File: src/rtl/frame_read_gen.sv
// frame_read_gen
//
// Reads a stored WIDTH x HEIGHT frame out of a synchronous frame RAM (1-cycle
// read latency) in raster order and returns it as a valid/ready pixel stream
// with start-of-frame, end-of-line and end-of-frame flags.
//
// A small return FIFO absorbs RAM latency. Reads are only issued while the
// FIFO has room for every read still in flight, so backpressure never loses
// data and the FIFO can never overflow.
//
// Ports:
//   clk_in          clock, all logic on the rising edge
//   rst_in          synchronous active-high reset
//   start_in        one-cycle pulse, starts a frame read when idle
//   rd_en_out       RAM read strobe
//   rd_addr_out     RAM read address (y*WIDTH + x), held when not reading
//   rd_data_in      RAM read data, valid the cycle after rd_en_out
//   pix_out         stream pixel (FIFO head)
//   pix_valid_out   stream valid
//   pix_ready_in    stream ready
//   sof_out         pixel is (0,0)
//   eol_out         pixel is the last of its line
//   eof_out         pixel is the last of the frame
//   x_index_out     x of pix_out
//   y_index_out     y of pix_out
//   busy_out        high while a frame is being read or drained
//   done_out        one-cycle pulse after the last pixel transfers

module frame_read_gen #(
    parameter int unsigned WIDTH      = 320,
    parameter int unsigned HEIGHT     = 240,
    parameter int unsigned DATA_W     = 8,
    parameter int unsigned ADDR_W     = 19,
    parameter int unsigned FIFO_DEPTH = 4
) (
    input  logic              clk_in,
    input  logic              rst_in,
    input  logic              start_in,
    output logic              rd_en_out,
    output logic [ADDR_W-1:0] rd_addr_out,
    input  logic [DATA_W-1:0] rd_data_in,
    output logic [DATA_W-1:0] pix_out,
    output logic              pix_valid_out,
    input  logic              pix_ready_in,
    output logic              sof_out,
    output logic              eol_out,
    output logic              eof_out,
    output logic [ADDR_W-1:0] x_index_out,
    output logic [ADDR_W-1:0] y_index_out,
    output logic              busy_out,
    output logic              done_out
);

    localparam int unsigned PTR_W = $clog2(FIFO_DEPTH);
    localparam int unsigned CNT_W = PTR_W + 1;

    localparam logic [ADDR_W-1:0] X_LAST = ADDR_W'(WIDTH - 1);
    localparam logic [ADDR_W-1:0] Y_LAST = ADDR_W'(HEIGHT - 1);
    localparam logic [CNT_W:0]    CREDIT_MAX = (CNT_W + 1)'(FIFO_DEPTH);
    localparam logic [CNT_W-1:0]  CNT_FULL = CNT_W'(FIFO_DEPTH);

    typedef enum logic [1:0] {
        StIdle,
        StRead,
        StDrain,
        StDone
    } state_e;

    typedef struct packed {
        logic [DATA_W-1:0] data;
        logic [ADDR_W-1:0] x;
        logic [ADDR_W-1:0] y;
        logic              sof;
        logic              eol;
        logic              eof;
    } entry_t;

    state_e            state_q;
    logic [ADDR_W-1:0] x_q;
    logic [ADDR_W-1:0] y_q;
    logic [ADDR_W-1:0] addr_q;
    logic [ADDR_W-1:0] last_addr_q;

    // Position/flags of the read currently travelling through the RAM.
    logic              inflight_q;
    logic [ADDR_W-1:0] fx_q;
    logic [ADDR_W-1:0] fy_q;
    logic              fsof_q;
    logic              feol_q;
    logic              feof_q;

    // Return FIFO.
    entry_t            mem_q [FIFO_DEPTH];
    logic [PTR_W-1:0]  wr_ptr_q;
    logic [PTR_W-1:0]  rd_ptr_q;
    logic [CNT_W-1:0]  cnt_q;
    logic [CNT_W-1:0]  cnt_d;

    logic              is_sof;
    logic              is_eol;
    logic              is_eof;
    logic [CNT_W:0]    credit_used;
    logic              issue;
    logic              push;
    logic              pop;
    entry_t            head;

    // ------------------------------------------------------------------
    // Issue / FIFO bookkeeping
    // ------------------------------------------------------------------
    always_comb begin
        is_sof = (x_q == '0) && (y_q == '0);
        is_eol = (x_q == X_LAST);
        is_eof = is_eol && (y_q == Y_LAST);

        // Every outstanding read must already own a FIFO slot.
        credit_used = {1'b0, cnt_q} + {{CNT_W{1'b0}}, inflight_q};
        issue       = (state_q == StRead) && (credit_used < CREDIT_MAX);

        push = inflight_q;
        pop  = (cnt_q != '0) && pix_ready_in;

        cnt_d = cnt_q;
        if (push && !pop) begin
            cnt_d = cnt_q + CNT_W'(1);
        end else if (!push && pop) begin
            cnt_d = cnt_q - CNT_W'(1);
        end
    end

    // ------------------------------------------------------------------
    // Scan FSM and read pipeline
    // ------------------------------------------------------------------
    always_ff @(posedge clk_in) begin
        if (rst_in) begin
            state_q     <= StIdle;
            x_q         <= '0;
            y_q         <= '0;
            addr_q      <= '0;
            last_addr_q <= '0;
            inflight_q  <= 1'b0;
            fx_q        <= '0;
            fy_q        <= '0;
            fsof_q      <= 1'b0;
            feol_q      <= 1'b0;
            feof_q      <= 1'b0;
        end else begin
            inflight_q <= issue;
            if (issue) begin
                fx_q        <= x_q;
                fy_q        <= y_q;
                fsof_q      <= is_sof;
                feol_q      <= is_eol;
                feof_q      <= is_eof;
                last_addr_q <= addr_q;
            end

            unique case (state_q)
                StIdle: begin
                    if (start_in) begin
                        state_q <= StRead;
                        x_q     <= '0;
                        y_q     <= '0;
                        addr_q  <= '0;
                    end
                end
                StRead: begin
                    if (issue) begin
                        if (is_eof) begin
                            // Counters freeze on the final pixel.
                            state_q <= StDrain;
                        end else if (is_eol) begin
                            x_q    <= '0;
                            y_q    <= y_q + ADDR_W'(1);
                            addr_q <= addr_q + ADDR_W'(1);
                        end else begin
                            x_q    <= x_q + ADDR_W'(1);
                            addr_q <= addr_q + ADDR_W'(1);
                        end
                    end
                end
                StDrain: begin
                    // Leave as the last pixel pops so done follows it directly.
                    if (cnt_d == '0) begin
                        state_q <= StDone;
                    end
                end
                StDone: begin
                    state_q <= StIdle;
                end
                default: begin
                    state_q <= StIdle;
                end
            endcase
        end
    end

    // ------------------------------------------------------------------
    // Return FIFO
    // ------------------------------------------------------------------
    always_ff @(posedge clk_in) begin
        if (rst_in) begin
            wr_ptr_q <= '0;
            rd_ptr_q <= '0;
            cnt_q    <= '0;
        end else begin
            if (push) begin
                wr_ptr_q <= wr_ptr_q + PTR_W'(1);
            end
            if (pop) begin
                rd_ptr_q <= rd_ptr_q + PTR_W'(1);
            end
            cnt_q <= cnt_d;
        end
    end

    // Storage needs no reset; the pointers define what is live.
    always_ff @(posedge clk_in) begin
        if (push) begin
            mem_q[wr_ptr_q] <= '{
                data: rd_data_in,
                x:    fx_q,
                y:    fy_q,
                sof:  fsof_q,
                eol:  feol_q,
                eof:  feof_q
            };
        end
    end

    // ------------------------------------------------------------------
    // Outputs
    // ------------------------------------------------------------------
    always_comb begin
        head          = mem_q[rd_ptr_q];
        pix_valid_out = (cnt_q != '0);

        // Stream fields are forced to zero when nothing is presented.
        pix_out     = pix_valid_out ? head.data : '0;
        x_index_out = pix_valid_out ? head.x    : '0;
        y_index_out = pix_valid_out ? head.y    : '0;
        sof_out     = pix_valid_out && head.sof;
        eol_out     = pix_valid_out && head.eol;
        eof_out     = pix_valid_out && head.eof;

        rd_en_out   = issue;
        rd_addr_out = issue ? addr_q : last_addr_q;

        busy_out = (state_q == StRead) || (state_q == StDrain);
        done_out = (state_q == StDone);
    end

    assert property (@(posedge clk_in) disable iff (rst_in)
        !(push && !pop && (cnt_q == CNT_FULL)));

endmodule
File: config.mk
export PLATFORM = sky130hd
export DESIGN_NAME = frame_read_gen
export DESIGN_NICKNAME = d
export VERILOG_FILES = /design/src/rtl/frame_read_gen.sv
export SDC_FILE = /design/constraint.sdc
export NUM_CORES = 1
export LEC_CHECK = 0
export ABC_CLOCK_PERIOD_IN_PS = 2400
export CAP_MARGIN = 40
export CORE_UTILIZATION = 50
export DETAILED_ROUTE_END_ITERATION = 10
export PLACE_DENSITY = 0.73
export SLEW_MARGIN = 5
export SYNTH_ARGS = -nofsm -noshare
export SYNTH_HDL_FRONTEND = slang
export SYNTH_SLANG_ARGS = --single-unit
File: constraint.sdc
create_clock -name clk_in -period 2.4 [get_ports clk_in]
set_clock_uncertainty 0.15 [all_clocks]
set_input_delay 0.36 -clock clk_in [delete_from_list [all_inputs] [get_ports clk_in]]
set_output_delay 0.36 -clock clk_in [all_outputs]
set_load 0.02 [all_outputs]
Word level (Yosys, flattened, before mapping):

Memories as Yosys holds them, arrays and structs flattened. A register that Yosys moved wholly into a read port is not among the register bits.
Index checks and enable logic that the tools add are counted.

* ROM bits: 0
* input bits: 12
* register bits: 127
* bits in latches: 0
* logic and storage cells: 83
* memories: 1
* memory bits (writable): 196

Memory list
* mem_q: words 4, bits a word 49, rd ports 1, clocked after memory_dff 1, wr ports 1, line 93 `entry_t mem_q [FIFO_DEPTH];`

* reduce and logical (&&, ||, !) cells: 21
* div/mod/pow operators: 0
* shifts and indexed selects: 0
* bitwise operators: 0
* $mul: 0
* order comparisons: 1
* add/sub/neg operators: 8
* mux-type cells: 27
* equality and inequality tests: 11

Operators by type and width (number)
* $mux 19: 12
* $pmux 19 s2: 3
* $add 19x1->19 const B: 3
* $logic_not 19->1: 2
* $eq 19x8->1 const B: 1
* $eq 19x9->1 const B: 1
* $mux 2: 6
* $ne 2x2->1 const B: 6
* $logic_and 1x1->1: 9
* $mux 8: 1
* $pmux 2 s4: 1
* $reduce_and 4->1: 2
* $mux 3: 2
* $reduce_and 5->1: 1
* $add 2x1->2 const B: 2
* $add 3x1->4: 1
* $eq 2x2->1 const B: 2
* $lt 4x3->1 const B: 1
* $add 3x1->3 const B: 1
* $logic_not 3->1: 1
* $reduce_bool 3->1: 1
* $sub 3x1->3 const B: 1
* $eq 2x1->1 const B: 1
* $logic_not 1->1: 2
* other kinds (4): 5

Longest topological paths before layout:

Gate-level depths: netlist of run 1.

* word-level depth: 8
* gate-level depth with buffers: 10
* gate-level depth less buffers: 8

Least setup slack after synthesis of run 1:

OpenSTA, ideal clock, no wires.

* path kind: flip-flop to flip-flop
* start point: register inflight_q
* end point: memory mem_q[0][0] in the netlist's numbering (enable)
* setup time: 0.411 ns
* stages on the path, launching flop included: 3
* period minus slack after synthesis: 2.512 ns
* path buffers: 1
* path slack: -0.112 ns
* data arrival time: 1.950 ns
* path through: dfxtp_1 clkbuf_1 and2_1

* longest elaborated chain between the ends: 2

Ends and longest elaborated chain
* start: declaration: line 85 `logic inflight_q;`
* start signal: assignment: line 148 `inflight_q <= issue;`
* $mux 1: line 219 `if (push) begin`
* $mux 1 (not written as such): line 220 `mem_q[wr_ptr_q] <= '{`
* end: declaration: line 93

No other way between the ends.

==> results by group, run 1 <==
CTS
  – Maximum level of the CTS H-tree: 2
  – Clock Tree Buf Depth: 3
  – TritonCTS buffer count: 35
  – Clock-pin slew of the registers on the worst-case setup and hold paths: 0.06 ns
  – CTS Root Cell: sky130_fd_sc_hd__clkbuf_16
  – TritonCTS clock tree: built
  – Clk_lat worst skew: ~0.51 ns
  – # clock sinks: about 330

Global routing
  – Total grt overflow: 0
  – Number of antenna violations at the first check in global routing: 0
  – Maximum number of pins on one net before global-route repair: 78
  – Wire length of the first global-routing pass: approximately 43000 um
  – Vias in the first global route: between 8000 and 9000
  – Overall fraction of global-route tracks in use: between 20% and 30%

Worst setup path
  – End of the worst register-to-register path: addr_q[18]$_SDFFE_PP0P_
  – Kind of start point of the critical path: flop
  – Critical register-to-register path startpoint: state_q[0]$_SDFFE_PP0P_
  – Required time worst endpoint: approximately 1.9 ns
  – CP Class: flop to primary output
  – Register-to-register setup slack: around 0.10 ns
  – Cell depth of the worst flop-to-flop path: 10
  – Worst EP arrival: around 2 ns
  – Maximum fanout along the worst path: 8
  – Type of destination of the critical path: primary output

Synthesis
  – Warning count from the yosys run: 0
  – Most used flip-flop cell after synthesis: sky130_fd_sc_hd__edfxtp_1
  – Cell types with the largest area share after synthesis: sky130_fd_sc_hd__edfxtp_1 (44%), sky130_fd_sc_hd__dfxtp_1 (20%), sky130_fd_sc_hd__mux4_2 (8.3%)
  – Nets in the synthesized netlist: around 1100
  – Share of the synthesized area in the top cell type: 44.4%
  – Number of enable-type register cells in the synthesized netlist: roughly 200
  – Largest area contributor in the synthesized netlist: sky130_fd_sc_hd__edfxtp_1
  – Number of standard cells after synthesis: between 1000 and 1500
  – Seq/Total Area, Yosys: 63.9%
  – Number of storage elements in the synthesis netlist: about 330
  – Unique masters post-synth: 61
  – Netlist area before placement: roughly 13000 um^2
  – Avg Cell Area, Syn: 12.7 um^2
  – Async set or reset register ratio after synthesis: 0%

Run
  – MaxCap Viol Count: 0

Finish
  – Most frequent standard cell in the layout excluding fill and tap cells: sky130_fd_sc_hd__edfxtp_1
  – Number of standard cells in the final layout excluding fillers: ~1600
  – Area grow syn2layout: 25.0%
  – Final net count: 1229
  – Commonest non-fill, non-tap cells in the layout: sky130_fd_sc_hd__edfxtp_1 (196), sky130_fd_sc_hd__nand2_1 (157), sky130_fd_sc_hd__dfxtp_1 (124), sky130_fd_sc_hd__a21oi_1 (86), sky130_fd_sc_hd__buf_4 (69)
  – Antenna fix cells: 0
  – Count of filler cells inserted in the layout: between 1500 and 2000
  – Fraction of layout cells with a size suffix above 1: between 20% and 30%

Timing
  – Hold Vio Cnt, Final: 0
  – Final setup vio count: 49
  – Relative slew slack: 69.4%
  – Crit path setup slack, layout: -0.121 ns
  – Fin crit period: between 2 and 3 ns
  – Worst-margin pin slew: between 0.4 and 0.5 ns
  – Final period utilization: 105%
  – Hold WS: 0.0462 ns
  – Max Transition Viols Final: 0
  – Maximum achievable frequency: 397 MHz
  – RSZ-0062 raised after global routing: true

Routing
  – Overall via count from detail_route: ~8500
  – Final routed DRC violation total: 0
  – Wire per inst: 17.4 um
  – Antenna-violating nets left: 0
  – Count of routing violations after the opening detailed-route iteration: around 580
  – Detailed-route vias per instance: ~5.5
  – Routed Wire Length: roughly 27000 um
  – Drt first pass iters: 5

Hold path
  – Hold endpoint: y_q[1]$_SDFFE_PP0P_
  – Origin of the worst min-delay path: rst_in
  – WHS Path Cells: 2
  – Type of the worst min-delay path: input port to flop

Place
  – Input/output buffers: 83
  – Dpl cells: roughly 1500
  – HPWL after DPL: ~16000 um
  – Placer Congestion: 0.872

Power and ir drop
  – VDD IR-drop max: around 0.00073 V
  – Static Leakage: slightly below 6 nW
  – Overall power: 18.4 mW
  – P per Cell Area: between 1000 and 1500 nW/um^2

Floorplanning
  – Floorplan Core Area: ~26000 um^2
  – Starting utilization of the core area: approximately half
  – Cell row count: a little under 60
  – Horizontal die dimension: between 150 and 200 um
  – Number of top-level pins: 84
  – Total die area: roughly 27000 um^2
  – Die H: roughly 160 um

Status
  – Outcome: complete, but fails checks
  – Failing checks: negative setup slack
## layout make-up
type | instances | area (um^2) | area share [%]
clock buffers | 50 | 985 | 5.95
flip-flops and latches | 325 | 8480 | 51.3
well taps | 335 | 419 | 2.53
inverters | 26 | 105 | 0.635
clock inverters | 14 | 126 | 0.764
repair buffers | 179 | 1770 | 10.7
multi-input cells | 633 | 4660 | 28.1
## cells in the mapped netlist, types with 2 or more instances
library cell and n:
sky130_fd_sc_hd__and2_1 58, sky130_fd_sc_hd__ha_1 17, sky130_fd_sc_hd__buf_4 2, sky130_fd_sc_hd__inv_1 25, sky130_fd_sc_hd__mux2i_1 3, sky130_fd_sc_hd__buf_1 6, sky130_fd_sc_hd__mux4_2 49, sky130_fd_sc_hd__a311oi_1 2
sky130_fd_sc_hd__a31oi_1 4, sky130_fd_sc_hd__a21o_1 2, sky130_fd_sc_hd__clkbuf_1 35, sky130_fd_sc_hd__a21oi_1 87, sky130_fd_sc_hd__xnor2_1 33, sky130_fd_sc_hd__and3_1 5, sky130_fd_sc_hd__a211oi_1 17, sky130_fd_sc_hd__o2111ai_1 2
sky130_fd_sc_hd__nand2_1 160, sky130_fd_sc_hd__xor2_1 3, sky130_fd_sc_hd__nor2b_1 9, sky130_fd_sc_hd__nor4_1 10, sky130_fd_sc_hd__buf_2 15, sky130_fd_sc_hd__o21ai_0 16, sky130_fd_sc_hd__edfxtp_1 196, sky130_fd_sc_hd__nor2_1 57
sky130_fd_sc_hd__a21boi_0 2, sky130_fd_sc_hd__o32ai_1 2, sky130_fd_sc_hd__a211o_1 2, sky130_fd_sc_hd__a2111oi_2 2, sky130_fd_sc_hd__nor4_2 2, sky130_fd_sc_hd__nand4_1 12, sky130_fd_sc_hd__dfxtp_1 129, sky130_fd_sc_hd__nand3_1 26
sky130_fd_sc_hd__nor3_1 7, sky130_fd_sc_hd__nand2b_1 9, sky130_fd_sc_hd__or3_1 7, sky130_fd_sc_hd__a31o_2 2, sky130_fd_sc_hd__mux2_2 2, sky130_fd_sc_hd__and4_1 4
## sequential cells by signal (all words and copies together), names as in the netlist, named ones only
| register | cells |
|---|---|
| cnt_q | 3 |
| wr_ptr_q | 2 |
| y_q | 19 |
| feof_q | 1 |
| state_q | 2 |
| addr_q | 19 |
| rd_ptr_q | 2 |
| inflight_q | 1 |
| fx_q | 19 |
| fy_q | 19 |
| last_addr_q | 19 |
| mem_q | 196 |
| fsof_q | 1 |
| feol_q | 1 |
| x_q | 19 |
## repair_timing
action	in CTS	in global routing
hold buffers	0	0
buffers inserted	5	4
cloned	1	2
pin swaps	35	8
resized for setup	427	57
endpoints found under the setup margin	78	92
## how the worst max path moves through the flow
stage,startpoint,endpoint,slack [ns]
floorplan,cnt_q[0]$_SDFF_PP0_,state_q[0]$_SDFFE_PP0P_,0.1
global placement,y_q[4]$_SDFFE_PP0P_,addr_q[1]$_SDFFE_PP0P_,-0.04
detailed placement,y_q[0]$_SDFFE_PP0P_,x_q[5]$_SDFFE_PP0P_,-0.05
CTS,flop,x_index_out[15],-0.22
global route,flop,x_index_out[8],-0.19
finish,flop,x_index_out[8],-0.12
## power breakdown
group	total (mW)	switching, mW	internal, mW
Combinational	6.80	3.32	3.49
Clock	5.14	2.05	3.08
Sequential	6.43	0.184	6.24
Total	18.4	5.55	12.8
## through the flow
| stage | TNS (ns) | area [um^2] | setup slack, ns | util, % |
|---|---|---|---|---|
| floorplan | 0 | 13200 | 0.0990 | - |
| global placement | -0.236 | 15000 | -0.0414 | 57.7 |
| detailed placement | -0.130 | 15000 | -0.0533 | 57.7 |
| CTS | -6.43 | 16400 | -0.218 | 63.3 |
| global route | -7.04 | 16500 | -0.185 | 63.7 |
| finish | -4.21 | 16500 | -0.121 | 63.7 |
## layer usage
| metal | part of all wire, % | GRT usage [%] | wire length, um | vias to the layer above |
|---|---|---|---|---|
| li1 | - | - | - | 4094 |
| met1 | 44 | 26.3 | 12000 | 4208 |
| met2 | 50 | 35.3 | 13600 | 201 |
| met3 | 3.9 | 3.14 | 1070 | 35 |
| met4 | 1.8 | 5.67 | 486 | 0 |
| met5 | 0 | 0 | 0 | - |
## worst max-delay path, stage by stage (launching register included)
cell	delay, ns
sky130_fd_sc_hd__dfxtp_4	0.41
sky130_fd_sc_hd__buf_8	0.14
sky130_fd_sc_hd__buf_12	0.14
sky130_fd_sc_hd__mux4_2	0.51
sky130_fd_sc_hd__and2_4	0.17
sky130_fd_sc_hd__buf_6	0.12
## logic make-up after synthesis
logic type	Yosys count	share of synthesized area, %
simple gates	374	13.6
xor+xnor	36	2.38
mux	54	8.73
compound gates	152	7.01
fa+ha+maj	17	1.61
buf+inv	86	2.70
flops	325	63.9
Power figures use the tool's default switching activity.
==> run 2, diff against run 1 <==
--- a/config.mk
+++ b/config.mk
@@ -7,9 +7,10 @@
 export LEC_CHECK = 0
 export ABC_CLOCK_PERIOD_IN_PS = 2400
 export CAP_MARGIN = 40
+export CORE_MARGIN = 5
 export CORE_UTILIZATION = 50
 export DETAILED_ROUTE_END_ITERATION = 10
-export PLACE_DENSITY = 0.73
+export PLACE_DENSITY_LB_ADDON = 0.1
 export SLEW_MARGIN = 5
 export SYNTH_ARGS = -nofsm -noshare
 export SYNTH_HDL_FRONTEND = slang
==> results by group, run 2 (same netlist as run 1, synthesis figures left out) <==
Power and ir drop
  – Sequential fraction of design power: 34.2% (-0.8 points)
  – Overall power: 18.7 mW (+1.9%)
  – Logic pwr share: 38.7% (+1.7 points)
  – Clock share of power: 27.1% (-0.9 points)
  – Internal power consumption: 13.0 mW (+1.5%)
  – P per Cell Area: 1110 nW/um^2 (+0.36%)
  – VDD IR-drop max: 0.000805 V (+10%)
  – Static Leakage: 5.92 nW (+2.5%)
  – Net switching power of the design: 5.71 mW (+2.9%)
  – Switching part of the total power: 30.5% (+0.28 points)

CTS
  – Maximum level of the CTS H-tree: 2 (unchanged)
  – TritonCTS buffer count: 35 (unchanged)
  – Clk_lat worst skew: 0.51 ns (about the same)
  – Clock-pin slew of the registers on the worst-case setup and hold paths: 0.06 ns (about the same)
  – CTS Root Cell: sky130_fd_sc_hd__clkbuf_16
  – # clock sinks: 325 (unchanged)
  – TritonCTS clock tree: built
  – Clock Tree Buf Depth: 3 (unchanged)

Worst setup path
  – List of cells traversed by the critical path: buf_12 > buf_8 > mux4_2 > and2_1 > buf_2
  – Critical register-to-register path startpoint: x_q[17]$_SDFFE_PP0P_
  – Cell type of the slowest stage on the worst timing path: sky130_fd_sc_hd__mux4_2
  – Gate family responsible for the most delay along the worst path: multiplexers
  – Maximum fanout along the worst path: 3 (-5)
  – Kind of start point of the critical path: flop
  – Delay of the slowest cell on the worst path: 0.51 ns (about the same)
  – Worst EP arrival: 1.99 ns (-0.02 ns)
  – Type of destination of the critical path: primary output
  – Required time worst endpoint: 1.89 ns (about the same)
  – CP Class: flop to primary output
  – Stages on the worst setup path: 5 (unchanged)
  – Cell depth of the worst flop-to-flop path: 7 (-3)
  – Worst Path Buf+Inv: 3 (unchanged)

Finish
  – Area grow syn2layout: 26.9%
  – Reg with most FFs: mem_q
  – Number of standard cells in the final layout excluding fillers: 1586 (+1.5%)
  – Fraction of layout cells with a size suffix above 1: 30.3% (+1.9 points)
  – Most frequent standard cell in the layout excluding fill and tap cells: sky130_fd_sc_hd__edfxtp_1
  – Core utilization of the finished layout: 64.5% (+0.79 points)
  – Final net count: 1253 (+2.0%)
  – Post-route cell area: 16800 um^2 (+1.5%)
  – Antenna fix cells: 0 (unchanged)
  – Commonest non-fill, non-tap cells in the layout: sky130_fd_sc_hd__edfxtp_1 (196), sky130_fd_sc_hd__nand2_1 (159), sky130_fd_sc_hd__dfxtp_1 (124), sky130_fd_sc_hd__a21oi_1 (86), sky130_fd_sc_hd__buf_4 (86)
  – Count of filler cells inserted in the layout: 2020 (+3.4%)
  – Flip-flop count of the largest register after layout: 196 (unchanged)

Floorplanning
  – Number of top-level pins: 84 (unchanged)
  – Horizontal die dimension: 173 um (+4.9%)
  – Die H: 173 um (+4.9%)
  – Cell row count: 59 (unchanged)
  – Total die area: 29800 um^2 (+9.9%)
  – Floorplan Core Area: 26100 um^2 (+0.28%)
  – Starting utilization of the core area: 50.8% (-0.14 points)

Place
  – Worst setup timing slack at the placement stage: -0.0586 ns (-0.00528 ns)
  – Input/output buffers: 83 (unchanged)
  – Placer Congestion: 0.835 (-4.2%)
  – Dpl cells: 1507 (+1.3%)
  – HPWL after DPL: 18400 um (+12%)
  – Cell area after placement: 15300 um^2 (+1.8%)

Routing
  – Final routed DRC violation total: 0 (unchanged)
  – Count of routing violations after the opening detailed-route iteration: 424 (-27%)
  – Wire per inst: 18.0 um (+3.3%)
  – Overall via count from detail_route: 8509 (-0.34%)
  – Antenna-violating nets left: 0 (unchanged)
  – Detailed-route vias per instance: 5.37 (-1.8%)
  – Routed Wire Length: 28500 um (+4.9%)
  – Drt first pass iters: 4 (-1)

Timing
  – Relative slew slack: 61.8% (-7.6 points)
  – Crit path setup slack, layout: -0.0962 ns (+0.0252 ns)
  – Hold Vio Cnt, Final: 0 (unchanged)
  – Worst-margin pin slew: 0.558 ns (+0.103 ns)
  – Max Transition Viols Final: 0 (unchanged)
  – Final setup vio count: 48 (-2.0%)
  – Final period utilization: 104% (-1.1 points)
  – Maximum achievable frequency: 401 MHz (+1.0%)
  – Hold WS: 0.313 ns (+0.266 ns)
  – Fin crit period: 2.50 ns (-0.0252 ns)
  – RSZ-0062 raised after global routing: true
  – Sum of negative setup slack: -2.57 ns (+1.64 ns)

Hold path
  – WHS Path Cells: 2 (unchanged)
  – Type of the worst min-delay path: flop to flop
  – Origin of the worst min-delay path: last_addr_q[14]$_SDFF_PP0_

Global routing
  – Wire length of the first global-routing pass: 46600 um (+8.4%)
  – Total grt overflow: 0 (unchanged)
  – Maximum number of pins on one net before global-route repair: 81 (+3.8%)
  – Number of antenna violations at the first check in global routing: 0 (unchanged)
  – Vias in the first global route: 8637 (+2.8%)
  – Overall fraction of global-route tracks in use: 18.9% (-1.4 points)

Status
  – Outcome: complete, but fails checks
  – Failing checks: negative setup slack

Run
  – MaxCap Viol Count: 0 (unchanged)
[run 2: cell count changes in the layout (fill, tap and decap cells not counted), sizes merged, moves of 2 or more]
cell | previous run | this run
clkinvlp | 0 | 2
inv | 27 | 29
buf | 160 | 184
clkbuf | 55 | 50
[run 2: area by class of cell]
type | instances | area (um^2) | share of cell area [%]
Timing Repair Buffer | 203 | 2070 | 12.3
Clock inverter | 16 | 119 | 0.707
Tap cell | 335 | 419 | 2.49
Inverter | 26 | 105 | 0.626
Multi-Input combinational cell | 633 | 4640 | 27.6
Clock buffer | 48 | 975 | 5.80
Sequential cell | 325 | 8480 | 50.5
[run 2: path summary, 6_finish.rpt]
path | slack [ns] | to
setup / recovery | -0.1 | y_index_out[2]
hold / removal | 0.31 | last_addr_q[14]$_SDFF_PP0_
setup reg to reg | 0.13 | y_q[2]$_SDFFE_PP0P_
hold reg to reg | 0.31 | last_addr_q[14]$_SDFF_PP0_
[run 2: worst min-delay path, delay by kind of cell (launching register included)]
| kind | cells | cell delay, ns |
|---|---|---|
| compound gates | 1 | 0.06 |
| flops | 1 | 0.30 |
| simple gates | 1 | 0.06 |
[run 2: timing repair]
action,4_1_cts,5_1_grt
hold buffers,1,0
setup buffers,6,5
setup endpoints to repair,78,99
gates cloned,4,0
gates resized for setup,380,83
pin swaps,25,24
hold endpoints to repair,1,0
[run 2: power groups by stage]
| stage | Sequential, mW | Clock, mW | Combinational (mW) |
|---|---|---|---|
| 6_report | 6.40 | 5.06 | 7.25 |
| 2_1_floorplan | 6.46 | 0 | 3.39 |
| 3_5_place_dp | 6.55 | 0 | 5.87 |
| 4_1_cts | 6.39 | 5.17 | 6.80 |
| 5_1_grt | 6.43 | 5.40 | 7.76 |
| 3_3_place_gp | 6.53 | 0 | 5.84 |
[run 2: layer usage]
layer	up-vias	wire, um	GRT usage [%]
li1	4144	-	-
met5	-	0	0
met4	0	421	4.13
met2	174	14000	32.0
met1	4161	12900	26.0
met3	30	1250	3.34
==> run 3, diff against run 2 <==
--- a/config.mk
+++ b/config.mk
@@ -8,7 +8,7 @@
 export ABC_CLOCK_PERIOD_IN_PS = 2400
 export CAP_MARGIN = 40
 export CORE_MARGIN = 5
-export CORE_UTILIZATION = 50
+export CORE_UTILIZATION = 40
 export DETAILED_ROUTE_END_ITERATION = 10
 export PLACE_DENSITY_LB_ADDON = 0.1
 export SLEW_MARGIN = 5
==> results by group, run 3 (same netlist as run 1, synthesis figures left out) <==
Status
  – Outcome: complete, but fails checks
  – Failing checks: negative setup slack

Timing
  – Hold Vio Cnt, Final: 0 (unchanged)
  – Maximum achievable frequency: 393 MHz (-1.8%)
  – Fin crit period: 2.54 ns (+0.0455 ns)
  – Relative slew slack: 61.0% (-0.84 points)
  – RSZ-0062 raised after global routing: true
  – Worst-margin pin slew: 0.585 ns (+0.0270 ns)
  – Crit path setup slack, layout: -0.142 ns (-0.0455 ns)
  – Final setup vio count: 45 (-6.3%)
  – Final period utilization: 106% (+1.9 points)
  – Max Transition Viols Final: 0 (unchanged)

Routing
  – Drt first pass iters: 4 (unchanged)
  – Detailed-route vias per instance: 5.02 (-6.5%)
  – Antenna-violating nets left: 0 (unchanged)
  – Count of routing violations after the opening detailed-route iteration: 382 (-9.9%)
  – Routed Wire Length: 30000 um (+5.2%)
  – Final routed DRC violation total: 0 (unchanged)
  – Wire per inst: 17.5 um (-2.7%)
  – Overall via count from detail_route: 8607 (+1.2%)

Finish
  – Antenna fix cells: 0 (unchanged)
  – Fraction of layout cells with a size suffix above 1: 31.3% (+1.0 points)
  – Count of filler cells inserted in the layout: 2827 (+40%)
  – Core utilization of the finished layout: 52.7% (-12 points)
  – Most frequent standard cell in the layout excluding fill and tap cells: sky130_fd_sc_hd__edfxtp_1
  – Reg with most FFs: mem_q
  – Commonest non-fill, non-tap cells in the layout: sky130_fd_sc_hd__edfxtp_1 (196), sky130_fd_sc_hd__nand2_1 (157), sky130_fd_sc_hd__dfxtp_1 (124), sky130_fd_sc_hd__buf_4 (106), sky130_fd_sc_hd__a21oi_1 (86)
  – Area grow syn2layout: 29.8%
  – Flip-flop count of the largest register after layout: 196 (unchanged)
  – Final net count: 1274 (+1.7%)

Power and ir drop
  – Switching part of the total power: 30.4% (-0.13 points)
  – P per Cell Area: 1120 nW/um^2 (+0.69%)
  – VDD IR-drop max: 0.000497 V (-38%)
  – Net switching power of the design: 5.86 mW (+2.5%)
  – Clock share of power: 27.7% (+0.6 points)
  – Logic pwr share: 39.0% (+0.3 points)
  – Overall power: 19.3 mW (+3.0%)
  – Sequential fraction of design power: 33.3% (-0.9 points)
  – Internal power consumption: 13.4 mW (+3.2%)
  – Static Leakage: 6.07 nW (+2.5%)

Worst setup path
  – End of the worst register-to-register path: x_q[17]$_SDFFE_PP0P_
  – Maximum fanout along the worst path: 8 (+5)
  – Register-to-register setup slack: 0.11 ns (-0.02 ns)
  – Kind of start point of the critical path: flop
  – Cell depth of the worst flop-to-flop path: 9 (+2)
  – Worst EP arrival: 2.03 ns (+0.04 ns)
  – Type of destination of the critical path: primary output
  – Required time worst endpoint: 1.89 ns (about the same)
  – Critical register-to-register path startpoint: cnt_q[0]$_SDFF_PP0_
  – Worst Setup EP: x_index_out[4]
  – CP Class: flop to primary output

Hold path
  – Type of the worst min-delay path: flop to flop

CTS
  – TritonCTS buffer count: 37 (+5.7%)
  – Clock-pin slew of the registers on the worst-case setup and hold paths: 0.06 ns (about the same)
  – # clock sinks: 325 (unchanged)
  – TritonCTS clock tree: built
  – Clock Tree Buf Depth: 3 (unchanged)
  – CTS Root Cell: sky130_fd_sc_hd__clkbuf_16
  – Maximum level of the CTS H-tree: 2 (unchanged)
  – Clk_lat worst skew: 0.51 ns (about the same)

Floorplanning
  – Horizontal die dimension: 192 um (+11%)
  – Die H: 192 um (+11%)
  – Total die area: 36800 um^2 (+23%)
  – Number of top-level pins: 84 (unchanged)
  – Floorplan Core Area: 32600 um^2 (+25%)
  – Starting utilization of the core area: 40.6% (-10 points)
  – Cell row count: 66 (+12%)

Run
  – MaxCap Viol Count: 0 (unchanged)

Place
  – HPWL after DPL: 19200 um (+4.4%)
  – Input/output buffers: 83 (unchanged)
  – Worst setup timing slack at the placement stage: -0.0614 ns (-0.00282 ns)
  – Placer Congestion: 0.809 (-3.1%)

Global routing
  – Vias in the first global route: 8710 (+0.85%)
  – Total grt overflow: 0 (unchanged)
  – Maximum number of pins on one net before global-route repair: 81 (unchanged)
  – Number of antenna violations at the first check in global routing: 0 (unchanged)
  – Overall fraction of global-route tracks in use: 16.2% (-2.7 points)
  – Wire length of the first global-routing pass: 47800 um (+2.4%)
==> run 3: cell count changes in the layout (fill, tap and decap cells not counted), moves of 4 or more <==
| cell | previous run | this run |
|---|---|---|
| sky130_fd_sc_hd__buf_6 | 52 | 56 |
| sky130_fd_sc_hd__clkinv_1 | 2 | 8 |
| sky130_fd_sc_hd__clkbuf_16 | 35 | 42 |
| sky130_fd_sc_hd__clkbuf_8 | 5 | 1 |
| sky130_fd_sc_hd__buf_4 | 86 | 106 |
| sky130_fd_sc_hd__buf_2 | 20 | 15 |
==> run 3: final cells by class <==
cell class              count  area [um^2]  share of cell area [%]
flip-flops and latches    325         8480                    49.3
well taps                 442          553                    3.22
multi-input cells         633         4650                    27.1
repair buffers            222         2240                    13.0
clock inverters            18          134                   0.779
clock buffers              50         1030                    5.98
inverters                  26         97.6                   0.568
==> run 3: worst min-delay path by stage <==
stage                                    startpoint                        end  slack, ns  depth (start not counted)
after floorplan           last_addr_q[0]$_SDFF_PP0_  last_addr_q[0]$_SDFF_PP0_       0.29                          2
after global placement    last_addr_q[4]$_SDFF_PP0_  last_addr_q[4]$_SDFF_PP0_       0.30                          2
after detailed placement  last_addr_q[6]$_SDFF_PP0_  last_addr_q[6]$_SDFF_PP0_       0.31                          2
after CTS                 last_addr_q[6]$_SDFF_PP0_  last_addr_q[6]$_SDFF_PP0_       0.31                          2
after global routing      last_addr_q[6]$_SDFF_PP0_  last_addr_q[6]$_SDFF_PP0_       0.33                          2
final                     last_addr_q[1]$_SDFF_PP0_  last_addr_q[1]$_SDFF_PP0_       0.31                          2
==> run 3: layer usage <==
metal | share of wire (%) | GRT usage (%) | vias to the layer above
li1 | - | - | 4197
met5 | 0 | 0 | -
met4 | 1.7 | 4.03 | 0
met1 | 46 | 22.4 | 4235
met2 | 49 | 26.7 | 145
met3 | 3.8 | 2.91 | 30
==> run 3: metrics by stage <==
stage | cell area [um^2] | hold slack (ns) | std cells | setup TNS (ns)
2_1_floorplan | 13200 | 0.294 | 1044 | 0
4_1_cts | 17100 | 0.313 | 1711 | -6.89
6_report | 17200 | 0.310 | 1716 | -4.24
5_1_grt | 17200 | 0.333 | 1716 | -7.35
3_5_place_dp | 15500 | 0.306 | 1625 | -0.276
3_3_place_gp | 15500 | 0.302 | 1625 | -0.0442
==> run 3: power by group through the flow <==
stage	logic, mW	registers [mW]	clock network, mW
after floorplan	3.39	6.46	0
after global placement	5.97	6.49	0
after detailed placement	5.99	6.50	0
after CTS	7.25	6.42	5.46
after global routing	8.06	6.44	5.74
final	7.52	6.41	5.34
==> run 3: worst max-delay path, stage by stage, from the launching register on <==
cell and delay [ns]:
sky130_fd_sc_hd__dfxtp_4 0.42, sky130_fd_sc_hd__buf_12 0.15, sky130_fd_sc_hd__buf_12 0.14, sky130_fd_sc_hd__mux4_2 0.52, sky130_fd_sc_hd__and2_4 0.16, sky130_fd_sc_hd__buf_6 0.12
==> run 3: repair_timing <==
item	4_1_cts	5_1_grt
gates cloned	4	3
gates resized for setup	431	43
hold buffers	1	0
hold endpoints to repair	2	0
endpoints found under the setup margin	72	106
buffers inserted	13	6
pin swaps	43	11
==> RTL change 1, RTL diff (config.mk and constraints of run 3) <==
Reset style: asynchronous (`rst_in`), changed in 2 clocked blocks. Comments in the files are not updated.
--- a/src/rtl/frame_read_gen.sv
+++ b/src/rtl/frame_read_gen.sv
@@ -131,7 +131,7 @@
     // ------------------------------------------------------------------
     // Scan FSM and read pipeline
     // ------------------------------------------------------------------
-    always_ff @(posedge clk_in) begin
+    always_ff @(posedge clk_in or posedge rst_in) begin
         if (rst_in) begin
             state_q     <= StIdle;
             x_q         <= '0;
@@ -198,7 +198,7 @@
     // ------------------------------------------------------------------
     // Return FIFO
     // ------------------------------------------------------------------
-    always_ff @(posedge clk_in) begin
+    always_ff @(posedge clk_in or posedge rst_in) begin
         if (rst_in) begin
             wr_ptr_q <= '0;
             rd_ptr_q <= '0;
Check against the original RTL: differs if rst_in is asserted again (counterexample within 4 cycles, from zero or initial values and one cycle with rst_in high); with rst_in held inactive, the same outputs for 10 cycles.
==> RTL change 1 against run 3 <==
  * Cell count fell by 2.9%
  * Area after synthesis grew 1.8%
  * Largest cell class unchanged
  * Sequential cell count shrank 2
  * Largest power group unchanged
  * Wire length rose by 4.2%
  * The flow still finishes with violations (negative setup slack)
  * Synthesized cell count shrank 6.9%
  * Total power grew 6.8%
  * Critical path type unchanged
  * Cell area is 4.6% higher
  * Sequential share of layout area up 1.1 points
  * Setup slack lost 0.029 ns
==> RTL change 1: results (changes against run 3) <==
* Largest net degree at the start of global routing at 98 (was 81)
* Total leakage power at 0.00770 uW (was 0.00607 uW)
* Synth unique cells at 56 (was 61)
* Dpl hpwl at 19400 um (was 19200 um)
* Nonclk inv count at 14 (was 26)
* Post-Synth XOR/XNOR Area at 2.08% (was 2.38%)
* Multi-input gate count at 586 (was 633)
* FFs & Latches at 323 (was 325)
* Routability Congestion at 0.797 (was 0.809)
* Violated checks: negative setup slack (unchanged)
* Fin worst setup slack at -0.170 ns (was -0.142 ns)
* Max VDD drop at 0.000647 V (was 0.000497 V)
* Global Route Usage Sum at 16.7% (was 16.2%)
* Vias in the first global route at 8811 (was 8710)
* Final setup vio count at 53 (was 45)
* Reg2Reg Setup Slack at 0.03 ns (was 0.11 ns)
* Multiplexer area fraction after synthesis at 9.80% (was 8.73%)
* Largest register FFs at 196 (unchanged)
* Ratio of cells with drive above 1 in the final layout at 36.8% (was 31.3%)
* Via-to-Cell Ratio at 5.02 (about the same)
* Fraction of area in multi-input gates at 26.2% (was 27.1%)
* Top cells by area, synth: edfxtp_1 44%, dfrtp_1 24%, mux4_2 8.2% (was edfxtp_1 44%, dfxtp_1 20%, mux4_2 8.3%)
* Synth cell count leaders: 201 x nand2_1, 196 x edfxtp_1, 127 x dfrtp_1 (was 196 x edfxtp_1, 160 x nand2_1, 129 x dfxtp_1)
* Worst slew margin at 61.0% (about the same)
* Critical path peak fanout at 5 (was 8)
* Total wire length at 31300 um (was 30000 um)
* First-pass GRT wire length at 50500 um (was 47800 um)
* Clkbuf count at 52 (was 50)
* HP Class: input pin to asynchronous set/reset pin (was register to register)
* Critical path arrival at 2.06 ns (was 2.03 ns)
* Non-clock buffer share at 13.5% (was 13.0%)
* Iteration-0 DRC Markers at 391 (was 382)
* Dpl ws at -0.0685 ns (was -0.0614 ns)
* Nets at 1220 (was 1274)
* Synth Area in Compound Gates at 2.57% (was 7.01%)
* Ys async rst share at 39.3% (was 0%)
* Slowest CP cell: mux4_2 (unchanged)
* Fillers at 2818 (was 2827)
* Synth Area in Adders at 1.58% (was 1.61%)
* Non-clk bufs at 229 (was 222)
* Hold_ws at 0.182 ns (was 0.310 ns)
* Slowest stage delay, CP at 0.53 ns
* TritonRoute pass-1 iters at 5 (was 4)
* Status: complete, but fails checks (unchanged)
* Clock-cell share of area at 6.36% (was 6.76%)
* Synth warn at 0 (unchanged)
* Syn Nets at 1001 (was 1073)
* FF/Latch Area at 9070 sq um (was 8480 sq um)
* Post-synthesis sequential area ratio at 67.2% (was 63.9%)
* Clock-pin transition on the worst setup and hold timing paths at 0.06 ns (about the same)
==> RTL change 1: cell types whose count changed in the layout (fill, tap and decap cells not counted), sizes merged, moves of 9 or more <==
cell    delta
dfxtp    -129
xor2      +10
nand2     +41
dfrtp    +127
buf       +12
a21oi     -82
nor2      -16
a211oi    -16
and3      +16
inv       -12
xnor2     -14
nand4      +9
mux2i     +12
==> RTL change 1: metal layers <==
layer	track usage, %	share of wire (%)	vias up
met5	0	0	-
met4	3.36	1.2	0
met3	2.87	3.2	31
met2	27.4	49	119
met1	23.9	47	4253
li1	-	-	3960
==> RTL change 1: per-stage QoR <==
| stage | total power, uW | TNS (ns) | std cells | area [sq um] |
|---|---|---|---|---|
| floorplan | 10600 | -0.0424 | 972 | 13500 |
| global placement | 13700 | -1.51 | 1569 | 15800 |
| detailed placement | 13700 | -1.54 | 1570 | 15800 |
| CTS | 20600 | -9.31 | 1659 | 17600 |
| global route | 21700 | -10.54 | 1667 | 18000 |
| finish | 20600 | -6.48 | 1667 | 18000 |
==> RTL change 1: timing repair <==
item                       CTS  global route
gates resized for setup    507            77
pin swaps                   35            53
hold buffers                 0             0
gates cloned                 7             2
buffers inserted            16             8
setup endpoints to repair   80           108
==> RTL change 1: path summary, 6_finish.rpt <==
| check | startpoint | to | cells after the start |
|---|---|---|---|
| max reg2reg | x_q[0] | state_q[1] | 7 |
| min reg2reg | last_addr_q[18] | last_addr_q[18] | 2 |
| min in group clk_in | last_addr_q[18] | last_addr_q[18] | 2 |
| max in group asynchronous | rst_in | rd_ptr_q[0] | 3 |
| max | rd_ptr_q[0] | y_index_out[1] | 5 |
| min | rst_in | cnt_q[0] | 3 |
==> RTL change 1: power by group <==
part	internal [uW]	switching (uW)
Combinational	4440	4050
Sequential	6520	307
Clock	3110	2150
Total	14100	6510
==> RTL change 2, RTL diff (flow settings as in run 3) <==
Made on the original files. Set the parameter `HEIGHT` to 180 (it was 240).
--- a/src/rtl/frame_read_gen.sv
+++ b/src/rtl/frame_read_gen.sv
@@ -28,7 +28,7 @@
 
 module frame_read_gen #(
     parameter int unsigned WIDTH      = 320,
-    parameter int unsigned HEIGHT     = 240,
+    parameter int unsigned HEIGHT     = 180,
     parameter int unsigned DATA_W     = 8,
     parameter int unsigned ADDR_W     = 19,
     parameter int unsigned FIFO_DEPTH = 4
Behaviour: no difference found for any inputs over 4 cycles, from zero or initial values and one cycle with rst_in high; that may be too few to reach the edited logic, so the function may still have changed.
==> RTL change 2 against run 3 <==
  * Area after synthesis down 0.16%
  * Sequential cell count unchanged
  * Clock power down 4.1%
  * Critical path type unchanged
  * Cell area down 0.69%
  * Wire length down 0.35%
  * Total power down 3.3%
  * Global-route usage up 0.33 points
  * Setup slack better by 0.044 ns
  * Non-clock buffer count down 17
  * The run still ends with negative setup slack left
  * Largest power group unchanged
==> RTL change 2: results (changes against run 3) <==
* Hold Path End: cnt_q[1] (was last_addr_q[1])
* First-pass GRT wire length at 48100 um (was 47800 um)
* Nets at 1259 (was 1274)
* Largest register FFs at 196 (unchanged)
* Logic pwr share at 38.4% (was 39.0%)
* M2 GR Usage at 27.7% (was 26.7%)
* Ratio of cells with drive above 1 in the final layout at 30.3% (was 31.3%)
* WL per Instance at 17.6 um (was 17.5 um)
* Fin worst setup slack at -0.0980 ns (was -0.142 ns)
* Cell count after placement at 1619 (was 1625)
* Final std cells w/o fill at 1699 (was 1716)
* Clk power at 5120 uW (was 5340 uW)
* Iteration-0 DRC Markers at 359 (was 382)
* Vias in the first global route at 8729 (was 8710)
* HP Class: input pin to register (was register to register)
* Post-synthesis cell count at 1039 (was 1044)
* Critical path arrival at 1.99 ns (was 2.03 ns)
* Final setup vio count at 48 (was 45)
* CP Class: register to output pin (unchanged)
* Global Route Usage Sum at 16.5% (was 16.2%)
* Reg2reg end: y_q[14] (was x_q[17])
* Int Power at 12900 uW (was 13400 uW)
* Met3 Routed Length at 1040 um (was 1150 um)
* Worst slew margin at 59.6% (was 61.0%)
* Worst Setup EP: x_index_out[11] (was x_index_out[4])
* Total negative slack at -2.53 ns (was -4.24 ns)
* Status: complete, but fails checks (unchanged)
* CTS Buf Count at 36 (was 37)
* Reg2Reg Setup Slack at 0.11 ns (about the same)
* Max VDD drop at 0.000568 V (was 0.000497 V)
* Dpl ws at -0.0543 ns (was -0.0614 ns)
* Post-DP Area at 15500 sq um (about the same)
* Largest net degree at the start of global routing at 47 (was 81)
* Total leakage power at 0.00608 uW (was 0.00607 uW)
* Hold_ws at 0.145 ns (was 0.310 ns)
* Met1 WL at 13900 um (was 13800 um)
* Violated checks: negative setup slack (unchanged)
* Total number of vias at 8551 (was 8607)
* Top cells by area, synth: edfxtp_1 45%, dfxtp_1 20%, mux4_2 8.3% (was edfxtp_1 44%, dfxtp_1 20%, mux4_2 8.3%)
* Post-synthesis sequential area ratio at 64.0% (was 63.9%)
* Syn Nets at 1068 (was 1073)
* Sw frac at 30.6% (was 30.4%)
* Min-delay src: rst_in (was last_addr_q[1])
* Synth cell count leaders: 196 x edfxtp_1, 174 x nand2_1, 129 x dfxtp_1 (was 196 x edfxtp_1, 160 x nand2_1, 129 x dfxtp_1)
* Met1 usage at 22.8% (was 22.4%)
* Synth unique cells at 54 (was 61)
* FF-to-FF Start: x_q[0] (was cnt_q[0])
* Met3 usage at 2.54% (was 2.91%)
* Reg2reg path depth at 8 (was 9)
==> RTL change 2: cell type report <==
cell class | instances | area [sq um]
clock buffer | 52 | 1020
clock inverter | 13 | 83.8
fill | 2853 | 15600
inverter | 15 | 58.8
multi-input combinational | 647 | 4720
sequential | 325 | 8480
tap | 442 | 553
timing repair buffer | 205 | 2150
==> RTL change 2: logic make-up (layout without fill, tap and decap cells) <==
family | count (synthesis) | after routing | share of synthesized area (%)
buffers and inverters | 67 | 285 | 1.99
AOI/OAI and AO/OA | 133 | 133 | 6.07
adders and majority gates | 17 | 17 | 1.61
xor gates and xnor gates | 34 | 34 | 2.25
muxes | 55 | 55 | 8.81
DFF | 325 | 325 | 64.0
and+or+nand+nor | 408 | 408 | 15.2
==> RTL change 2: what timing repair did <==
action | 4_1_cts | 5_1_grt
pin swaps | 43 | 8
setup buffers | 7 | 3
setup endpoints to repair | 71 | 100
resized for setup | 409 | 51
cloned | 4 | 1
